==> config.mk <==
export PLATFORM = sky130hd
export DESIGN_NAME = flush_redirect_ctrl
export DESIGN_NICKNAME = d
export VERILOG_FILES = /design/src/rtl/flush_redirect_ctrl.sv
export SDC_FILE = /design/constraint.sdc
export NUM_CORES = 1
export LEC_CHECK = 0
export BUFFER_PORTS_ARGS = -buffer_cell sky130_fd_sc_hd__buf_2
export CAP_MARGIN = 20
export CORE_AREA = 2 2 127 129
export CTS_CLUSTER_DIAMETER = 30
export CTS_CLUSTER_SIZE = 40
export DETAILED_ROUTE_END_ITERATION = 6
export DIE_AREA = 0 0 129 131
export PLACE_DENSITY = 0.75
export SYNTH_ARGS = -nofsm -noshare
export SYNTH_HDL_FRONTEND = slang
export SYNTH_SLANG_ARGS = --single-unit
==> constraint.sdc <==
create_clock -name clk -period 2 [get_ports clk]
set_input_delay 0.3 -clock clk [delete_from_list [all_inputs] [get_ports clk]]
set_output_delay 0.3 -clock clk [all_outputs]
set_load 0.05 [all_outputs]
==> src/rtl/flush_redirect_ctrl.sv <==
// Flush / fetch-redirect sequencer: on a WB exception or ertn it strobes the CSR
// file, flushes the front of the pipe, redirects IF and blocks WB commits until refetch.
module flush_redirect_ctrl #(
    parameter int CNT_WIDTH = 32
) (
    input  logic                 clk,
    input  logic                 resetn,
    input  logic                 wb_exc,
    input  logic [5:0]           wb_ecode,
    input  logic [8:0]           wb_esubcode,
    input  logic [31:0]          wb_pc,
    input  logic [31:0]          wb_badvaddr,
    input  logic                 ertn_flush,
    input  logic                 wb_accept,
    input  logic [31:0]          csr_eentry,
    input  logic [31:0]          csr_era,
    input  logic                 redir_ready,
    output logic                 exc_commit,
    output logic [5:0]           exc_ecode,
    output logic [8:0]           exc_esubcode,
    output logic [31:0]          exc_pc,
    output logic [31:0]          exc_badvaddr,
    output logic                 ertn_commit,
    output logic                 flush_out,
    output logic                 redir_valid,
    output logic [31:0]          redir_pc,
    output logic                 commit_block,
    output logic [CNT_WIDTH-1:0] exc_cnt,
    output logic [CNT_WIDTH-1:0] ertn_cnt
);

    typedef enum logic [1:0] {
        IDLE  = 2'd0,
        REDIR = 2'd1,
        DRAIN = 2'd2
    } state_t;

    state_t               state_q, state_d;
    logic [31:0]          tgt_pc_q, tgt_pc_d;
    logic [CNT_WIDTH-1:0] exc_cnt_q, exc_cnt_d;
    logic [CNT_WIDTH-1:0] ertn_cnt_q, ertn_cnt_d;

    logic in_idle;
    logic exc_ev;
    logic ertn_ev;

    // Events pass straight from WB inputs, so they are also gated by resetn to keep
    // every output quiet while reset is held.
    always_comb begin
        in_idle = resetn && (state_q == IDLE);
        exc_ev  = in_idle && wb_exc;
        ertn_ev = in_idle && ertn_flush && !wb_exc;
    end

    always_comb begin
        // NOTE: every output and next-state value gets a default first so no latch is inferred.
        exc_commit   = exc_ev;
        exc_ecode    = '0;
        exc_esubcode = '0;
        exc_pc       = '0;
        exc_badvaddr = '0;
        ertn_commit  = ertn_ev;
        flush_out    = 1'b0;
        redir_valid  = 1'b0;
        redir_pc     = '0;
        commit_block = 1'b0;
        state_d      = state_q;
        tgt_pc_d     = tgt_pc_q;
        exc_cnt_d    = exc_cnt_q;
        ertn_cnt_d   = ertn_cnt_q;

        if (exc_ev) begin
            exc_ecode    = wb_ecode;
            exc_esubcode = wb_esubcode;
            exc_pc       = wb_pc;
            exc_badvaddr = wb_badvaddr;
        end

        unique case (state_q)
            IDLE: begin
                if (exc_ev || ertn_ev) begin
                    flush_out    = 1'b1;
                    commit_block = 1'b1;
                    state_d      = REDIR;
                    // Target is sampled now, before the CSR update from this commit lands.
                    tgt_pc_d     = exc_ev ? csr_eentry : csr_era;
                end
                if (exc_ev)  exc_cnt_d  = exc_cnt_q + CNT_WIDTH'(1);
                if (ertn_ev) ertn_cnt_d = ertn_cnt_q + CNT_WIDTH'(1);
            end
            REDIR: begin
                redir_valid  = 1'b1;
                redir_pc     = tgt_pc_q;
                flush_out    = 1'b1;
                commit_block = 1'b1;
                if (redir_ready) state_d = DRAIN;
            end
            DRAIN: begin
                commit_block = 1'b1;
                if (wb_accept) state_d = IDLE;
            end
            default: state_d = IDLE;
        endcase
    end

    // NOTE: sequential state is written only with non-blocking assignments.
    always_ff @(posedge clk or negedge resetn) begin
        if (!resetn) begin
            state_q    <= IDLE;
            tgt_pc_q   <= '0;
            exc_cnt_q  <= '0;
            ertn_cnt_q <= '0;
        end else begin
            state_q    <= state_d;
            tgt_pc_q   <= tgt_pc_d;
            exc_cnt_q  <= exc_cnt_d;
            ertn_cnt_q <= ertn_cnt_d;
        end
    end

    assign exc_cnt  = exc_cnt_q;
    assign ertn_cnt = ertn_cnt_q;

endmodule
==> metrics.md, run 1 <==
| Metric | Value |
|---|---|
| First-pass GRT wire length | `28700 um` |
| CP peak stage delay | `~0.39 ns` |
| Layout Area Growth over Synthesis | `79.9%` |
| Final Cell Area | `9510 um^2` |
| CP Depth | `8` |
| HPWL Detailed | `14500 um` |
| Fraction of synthesized area in multiplexers | `6.27%` |
| Cell variety after synth | `33` |
| Most frequent CP cell | `buf_12` |
| Routed WL | `approximately 20000 um` |
| Gpl congestion | `about 0.80` |
| Worst skew pair latency | `between 0.3 and 0.4 ns` |
| Synth area leaders | `dfrtp_1 (46%), and2_1 (13%), xnor2_1 (9.1%)` |
| Critical path data required time | `1.70 ns` |
| Post-synthesis xor/xnor area fraction | `around 10%` |
| Mapped Nets | `684` |
| Power Density | `1110 nW/um^2` |
| Min Hold Slack | `0.0344 ns` |
| Ports | `329` |
| Pleak | `between 4 and 5 nW` |
| Setup WS post-layout | `-0.0753 ns` |
| Grt total ovfl | `0` |
| Crit path max-delay cell type | `dfrtp_1` |
| IO buf count | `between 300 and 400` |
| Drt pass-1 iters | `4` |
| Post-Syn Instances | `528` |
| Core area | `15600 um^2` |
| Vias per cell | `4.76` |
| Clk pin slew, worst setup/hold paths | `0.07 ns` |
| Failing checks | `setup timing` |
| Post-synthesis compound-gate area fraction | `3.76%` |
| Slew margin rel. | `36.0%` |
| Cell Count, Final, Fillers Out | `1121` |
| Initial DRC count | `217` |
| Final ANT Viol Nets | `0` |
| Total CTS buffers | `9` |
| Worst reg2reg path depth | `10` |
| Ratio of cells with drive above 1 in the final layout | `57.0%` |
| RSZ-0062 raised after global routing | `true` |
| R2R Path End | `tgt_pc_q[10]` |
| TritonCTS clock tree | `yes` |
| Tmin final | `2.08 ns` |
| Seq/Total Area, Yosys | `46.4%` |
| YS warnings | `0` |
| Placed Cells incl. Taps | `approximately 1100` |
| GRT Total Usage | `22.6%` |
| Max_cap viols | `0` |
| Maximum level of the CTS H-tree | `3` |
| Initial antenna violation count | `5` |
| CTS Sinks | `98` |
| Largest net degree at the start of global routing | `77` |
| Largest family of logic cells by synthesized area | `simple AND/OR/NAND/NOR gates` |
| Rows | `46` |
| Fillers | `about 1200` |
| Chip Width | `129 um` |
| Pre-CTS setup slack | `~0.0084 ns` |
| Syn Area/Cell | `approximately 10 um^2` |
| Crit path buffers/inverters | `5` |
| Starting density of the core | `33.9%` |
| Final net count | `~1100` |
| Post-synth top area share | `46.4%` |
| Root buffer cell | `clkbuf_16` |
| Cell taking the most area after synthesis | `dfrtp_1` |
| Min-Delay Path Class | `in -> async` |
| Clock Tree Buf Depth | `2` |
| Mapped cell area | `around 5300 um^2` |
| Wire per inst | `about 18 um` |
| Endpoints failing setup | `93` |
| Max Freq | `a little under 0.5 GHz` |
| Vias | `5336` |
| # DRC | `0` |
| Hold Violations, Final | `0` |
| Critical Path AT | `1.78 ns` |
| Final critical-path share of the clock period | `104%` |
| Synthesized flop and latch total | `98` |
| Simple-Gate Fraction of Synth Area | `29.0%` |
| Max Slew Vio Count | `0` |
| CP max FO | `11` |
| Worst Setup End Kind | `output pin` |
| Reg-to-reg critical path startpoint | `state_q[0]` |
| Slew @ Worst Pin | `0.960 ns` |
| FF-to-FF setup slack | `~0.09 ns` |
| Adder-cell area share of the yosys netlist | `1.66%` |
| Status | `finished, violations left` |
| Worst vdd ir | `0.573 mV` |
| Vias in the first global route | `5110` |
| Final Skew | `0.00691 ns` |
| CP cell instances | `inv_2, ha_4, nand3_4, clkinv_4, buf_12, buf_12, and2_1, buf_6` |
| DP Area | `7710 um^2` |
| CP startpoint kind | `register` |
| Die Y | `around 130 um` |
| Die Area | `16900 um^2` |
| CP top delay family | `buffers and inverters` |
| Critical setup path kind | `reg -> out` |
## power breakdown
| part | leakage, nW | internal [W] | switching (W) | total [W] |
|---|---|---|---|---|
| Clock | 0.157 | 0.00110 | 0.000767 | 0.00187 |
| Sequential | 1.30 | 0.00238 | 0.000297 | 0.00267 |
| Combinational | 3.29 | 0.00270 | 0.00327 | 0.00597 |
| Total | 4.74 | 0.00618 | 0.00433 | 0.0105 |
## layout make-up
cell class / count / area [um^2] / share of cell area [%]
clock inverters: 6 / 87.6 / 0.921
diodes: 5 / 12.5 / 0.132
flip-flops and latches: 98 / 2450 / 25.8
well taps: 216 / 270 / 2.84
repair buffers: 380 / 3440 / 36.2
inverters: 10 / 45.0 / 0.474
multi-input cells: 396 / 2970 / 31.2
clock buffers: 10 / 229 / 2.41
## state kept, by name, indices dropped and copies added (netlist names)
register	flops
state_q	2
ertn_cnt	32
exc_cnt	32
tgt_pc_q	32
## routing by layer
metal	global-route usage, %	up-vias	part of all wire [%]
met5	0	-	0.063
met4	6.20	2	2.2
met3	7.78	33	7.6
met2	37.8	216	51
met1	27.9	2555	39
li1	-	2530	-
## metrics by stage
step,util [%],power (W),TNS (ns)
after floorplan,-,0.00550,-4.39
after global placement,49.4,0.00690,0
after detailed placement,49.4,0.00696,0
after CTS,57.9,0.00986,-3.41
after global routing,60.9,0.0110,-12.77
final,60.9,0.0105,-4.49
## cell usage in the layout (no fill, tap or decap), types with 3 or more instances in the layout
cell type | synthesis | routed
diode_2 | 0 | 5
nor4_1 | 3 | 3
inv_1 | 8 | 6
ha_1 | 7 | 5
xor2_1 | 7 | 7
buf_16 | 0 | 3
and2_1 | 112 | 13
buf_4 | 0 | 35
and4_1 | 5 | 5
buf_12 | 0 | 28
buf_6 | 1 | 40
nand3_1 | 27 | 27
dfrtp_1 | 98 | 98
nand4_1 | 29 | 29
o21ai_0 | 33 | 31
nand2_1 | 52 | 52
and2_2 | 0 | 22
buf_2 | 5 | 211
clkbuf_16 | 0 | 14
nor4_4 | 3 | 3
and2_4 | 0 | 77
nor2_1 | 7 | 7
mux2i_1 | 32 | 31
nor3_1 | 3 | 3
and3_1 | 7 | 7
buf_8 | 0 | 56
xnor2_1 | 55 | 55
## worst max-delay path by stage
| stage | start | to | slack [ns] |
|---|---|---|---|
| after floorplan | state_q[0] | exc_badvaddr[10] | -0.06 |
| after global placement | state_q[1] | exc_pc[15] | 0.1 |
| after detailed placement | state_q[1] | ertn_cnt[30] | 0.008 |
| after CTS | state_q[1] | exc_pc[20] | -0.08 |
| after global routing | state_q[1] | exc_esubcode[5] | -0.17 |
| final | state_q[0] | exc_esubcode[5] | -0.08 |
## kinds of logic after synthesis
family | Yosys count
mux | 33
fa+ha+maj | 7
buf+inv | 34
compound gates | 38
xor+xnor | 62
flops | 98
simple gates | 256
## cells in the mapped netlist (all sizes together)
cell,n
nand2,52
mux2,1
xnor2,55
o21a,1
and2,112
o211ai,1
xor2,7
and3,7
nor4,6
nor3,6
nand2b,1
a22o,1
nand3,28
buf,6
mux2i,32
nand4b,2
inv,10
a21oi,2
o21ai,33
dfrtp,98
clkbuf,18
ha,7
nor2,7
nand4,30
and4,5
## timing repair
action | in CTS | in global routing
hold buffers | 0 | 0
buffers inserted | 16 | 6
gates cloned | 5 | 6
endpoints found under the setup margin | 108 | 131
pin swaps | 3 | 8
resized for setup | 246 | 90
Power figures use the tool's default switching activity.
==> run 2: changes to the inputs <==
--- a/config.mk
+++ b/config.mk
@@ -12,6 +12,7 @@
 export CTS_CLUSTER_SIZE = 40
 export DETAILED_ROUTE_END_ITERATION = 6
 export DIE_AREA = 0 0 129 131
+export HOLD_SLACK_MARGIN = 0.06
 export PLACE_DENSITY = 0.75
 export SYNTH_ARGS = -nofsm -noshare
 export SYNTH_HDL_FRONTEND = slang
==> run 2 against run 1 <==
  * The run still ends with setup timing left
  * Core utilization up 0.19 points
  * Largest cell class unchanged
  * Total power up 0.31%
  * Global-route usage about the same
  * Design area is 0.32% higher
  * Critical path depth did not move
  * First-iteration DRC count shrank 0.46%
  * Register-to-register slack lost 0.02 ns
  * Routed wire length fell by 0.57%
  * Clock skew increased by 0.0022 ns
  * Flip-flop and latch count unchanged
  * Highest routed layer unchanged
==> metrics.md, run 2 (synthesized netlist as in run 1, its figures left out) <==
| Metric | Value |
|---|---|
| Min-Delay Path Class | `in -> reg` |
| Hold Violations, Final | `0` |
| Vias in the first global route | `5117` |
| Power Density | `1110 nW/um^2` |
| Clock Tree Buf Depth | `2` |
| Rows | `46` |
| Placed Cells incl. Taps | `1067` |
| # DRC | `0` |
| Chip Width | `129 um` |
| Min Hold Slack | `roughly 0.24 ns` |
| IO buf count | `328` |
| Status | `finished, violations left` |
| Max Slew Vio Count | `0` |
| Final ANT Viol Nets | `0` |
| Worst vdd ir | `0.564 mV` |
| Reg-to-reg critical path startpoint | `state_q[0]` |
| First-pass GRT wire length | `28700 um` |
| Total CTS buffers | `9` |
| Initial DRC count | `216` |
| Starting density of the core | `33.9%` |
| Slew margin rel. | `36.2%` |
| Cell Count, Final, Fillers Out | `1123` |
| Worst Hold Path EP | `tgt_pc_q[30]` |
| Crit path max-delay cell type | `dfrtp_1` |
| Drt pass-1 iters | `4` |
| P_int | `0.00621 W` |
| Largest net degree at the start of global routing | `77` |
| Initial antenna violation count | `6` |
| Critical Path AT | `1.76 ns` |
| CP peak stage delay | `0.37 ns` |
| Fin util | `between 60% and 70%` |
| Die Area | `between 15000 and 20000 um^2` |
| Wire per inst | `18.2 um` |
| Setup WS post-layout | `-0.0619 ns` |
| Pre-CTS setup slack | `0.00835 ns` |
| Fillers | `1235` |
| Root buffer cell | `clkbuf_16` |
| Final net count | `1052` |
| CP cell instances | `inv_2, ha_4, nand3_4, clkinv_4, buf_12, clkbuf_16, and2_2, buf_6` |
| Pleak | `4.76 nW` |
| Final Cell Area | `9540 um^2` |
| Reg power frac | `25.4%` |
| RSZ-0062 raised after global routing | `true` |
| Failing checks | `setup timing` |
| Routed WL | `around 20000 um` |
| CP max FO | `10` |
| Hold path startpoint | `csr_era[30]` |
| CTS Sinks | `98` |
| Sw Pwr | `0.00433 W` |
| Vias | `5332` |
| FF-to-FF setup slack | `0.07 ns` |
| Vias per cell | `between 4 and 5` |
| Commonest non-fill, non-tap cell in the layout | `buf_2` |
| Most frequent cells in the layout | `buf_2 (211), dfrtp_1 (98), and2_4 (83), buf_8 (63), xnor2_1 (55)` |
| Max Freq | `about 0.48 GHz` |
| Critical path data required time | `1.70 ns` |
| TritonCTS clock tree | `yes` |
| Clk pwr share | `17.6%` |
| Gpl congestion | `0.798` |
| Final Skew | `0.00915 ns` |
| Tmin final | `2.06 ns` |
| Slew @ Worst Pin | `0.958 ns` |
| Critical setup path kind | `reg -> out` |
| GRT Total Usage | `22.6%` |
| Worst Setup End Kind | `output pin` |
| DP Area | `7710 um^2` |
| CP startpoint kind | `register` |
| Combinational share of power | `57.0%` |
| Die Y | `131 um` |
| Ratio of cells with drive above 1 in the final layout | `57.9%` |
| Final critical-path share of the clock period | `103%` |
| Layout Area Growth over Synthesis | `80.4%` |
| Hold Path Depth | `3` |
| Max_cap viols | `0` |
| Grt total ovfl | `0` |
| Switch share | `41.1%` |
| Core area | `around 16000 um^2` |
| Worst skew pair latency | `approximately 0.34 ns` |
| HPWL Detailed | `14500 um` |
| Worst reg2reg path depth | `11` |
| Ports | `329` |
| R2R Path End | `tgt_pc_q[21]` |
| Clk pin slew, worst setup/hold paths | `0.07 ns` |
| Maximum level of the CTS H-tree | `3` |
| Endpoints failing setup | `93` |
run 2: cell count changes in the layout (fill, tap and decap cells not counted), sizes merged:
cell | before | now
buf | 373 | 374
clkbuf | 15 | 14
diode | 5 | 6
dlygate4sd3 | 0 | 1
run 2: per-layer routing:
metal | GRT usage [%] | vias up | share of wire (%)
li1 | - | 2536 | -
met1 | 27.9 | 2566 | 40
met2 | 37.9 | 199 | 51
met3 | 7.78 | 29 | 7.0
met4 | 6.20 | 2 | 1.7
met5 | 0 | - | 0.063
run 2: repair_timing:
item	in CTS	in global routing
gates resized for setup	246	99
endpoints found under the setup margin	108	131
pin swaps	3	5
endpoints found under the hold margin	22	0
hold buffers	1	0
setup buffers	16	6
cloned	5	6
run 2: worst max-delay path by stage:
stage,from,endpoint,slack [ns],cells after the start
2_1_floorplan,state_q[0],exc_badvaddr[10],-0.06,7
4_1_cts,state_q[1],exc_pc[20],-0.08,8
3_3_place_gp,state_q[1],exc_pc[15],0.1,7
5_1_grt,state_q[1],redir_pc[31],-0.14,7
6_report,state_q[1],exc_pc[22],-0.06,8
3_5_place_dp,state_q[1],ertn_cnt[30],0.008,6
run 2: stage by stage:
step	total power, W	TNS (ns)
5_1_grt	0.0110	-11.45
3_3_place_gp	0.00690	0
3_5_place_dp	0.00696	0
4_1_cts	0.00986	-3.38
2_1_floorplan	0.00550	-4.39
6_report	0.0105	-2.86
run 2: area by class of cell:
class                           instances  area (um^2)  share of cell area (%)
Timing Repair Buffer                  381         3450                    36.2
Inverter                               10         45.0                   0.472
Sequential cell                        98         2450                    25.7
Antenna cell                            6         15.0                   0.157
Tap cell                              216          270                    2.83
Clock buffer                           10          229                    2.40
Multi-Input combinational cell        396         2980                    31.3
Clock inverter                          6         87.6                   0.918
run 2: worst max-delay path: cells and delay by family, from the launching register on:
| kind | cells | cell delay (ns) |
|---|---|---|
| adders and majority gates | 1 | 0.17 |
| buffers and inverters | 5 | 0.60 |
| DFF | 1 | 0.37 |
| and+or+nand+nor | 2 | 0.26 |
run 2: power groups by stage:
stage | Sequential, W | Clock (W) | Combinational (W)
floorplan | 0.00288 | 0 | 0.00262
global placement | 0.00267 | 0 | 0.00422
detailed placement | 0.00269 | 0 | 0.00427
CTS | 0.00266 | 0.00191 | 0.00530
global route | 0.00273 | 0.00200 | 0.00629
finish | 0.00268 | 0.00185 | 0.00601
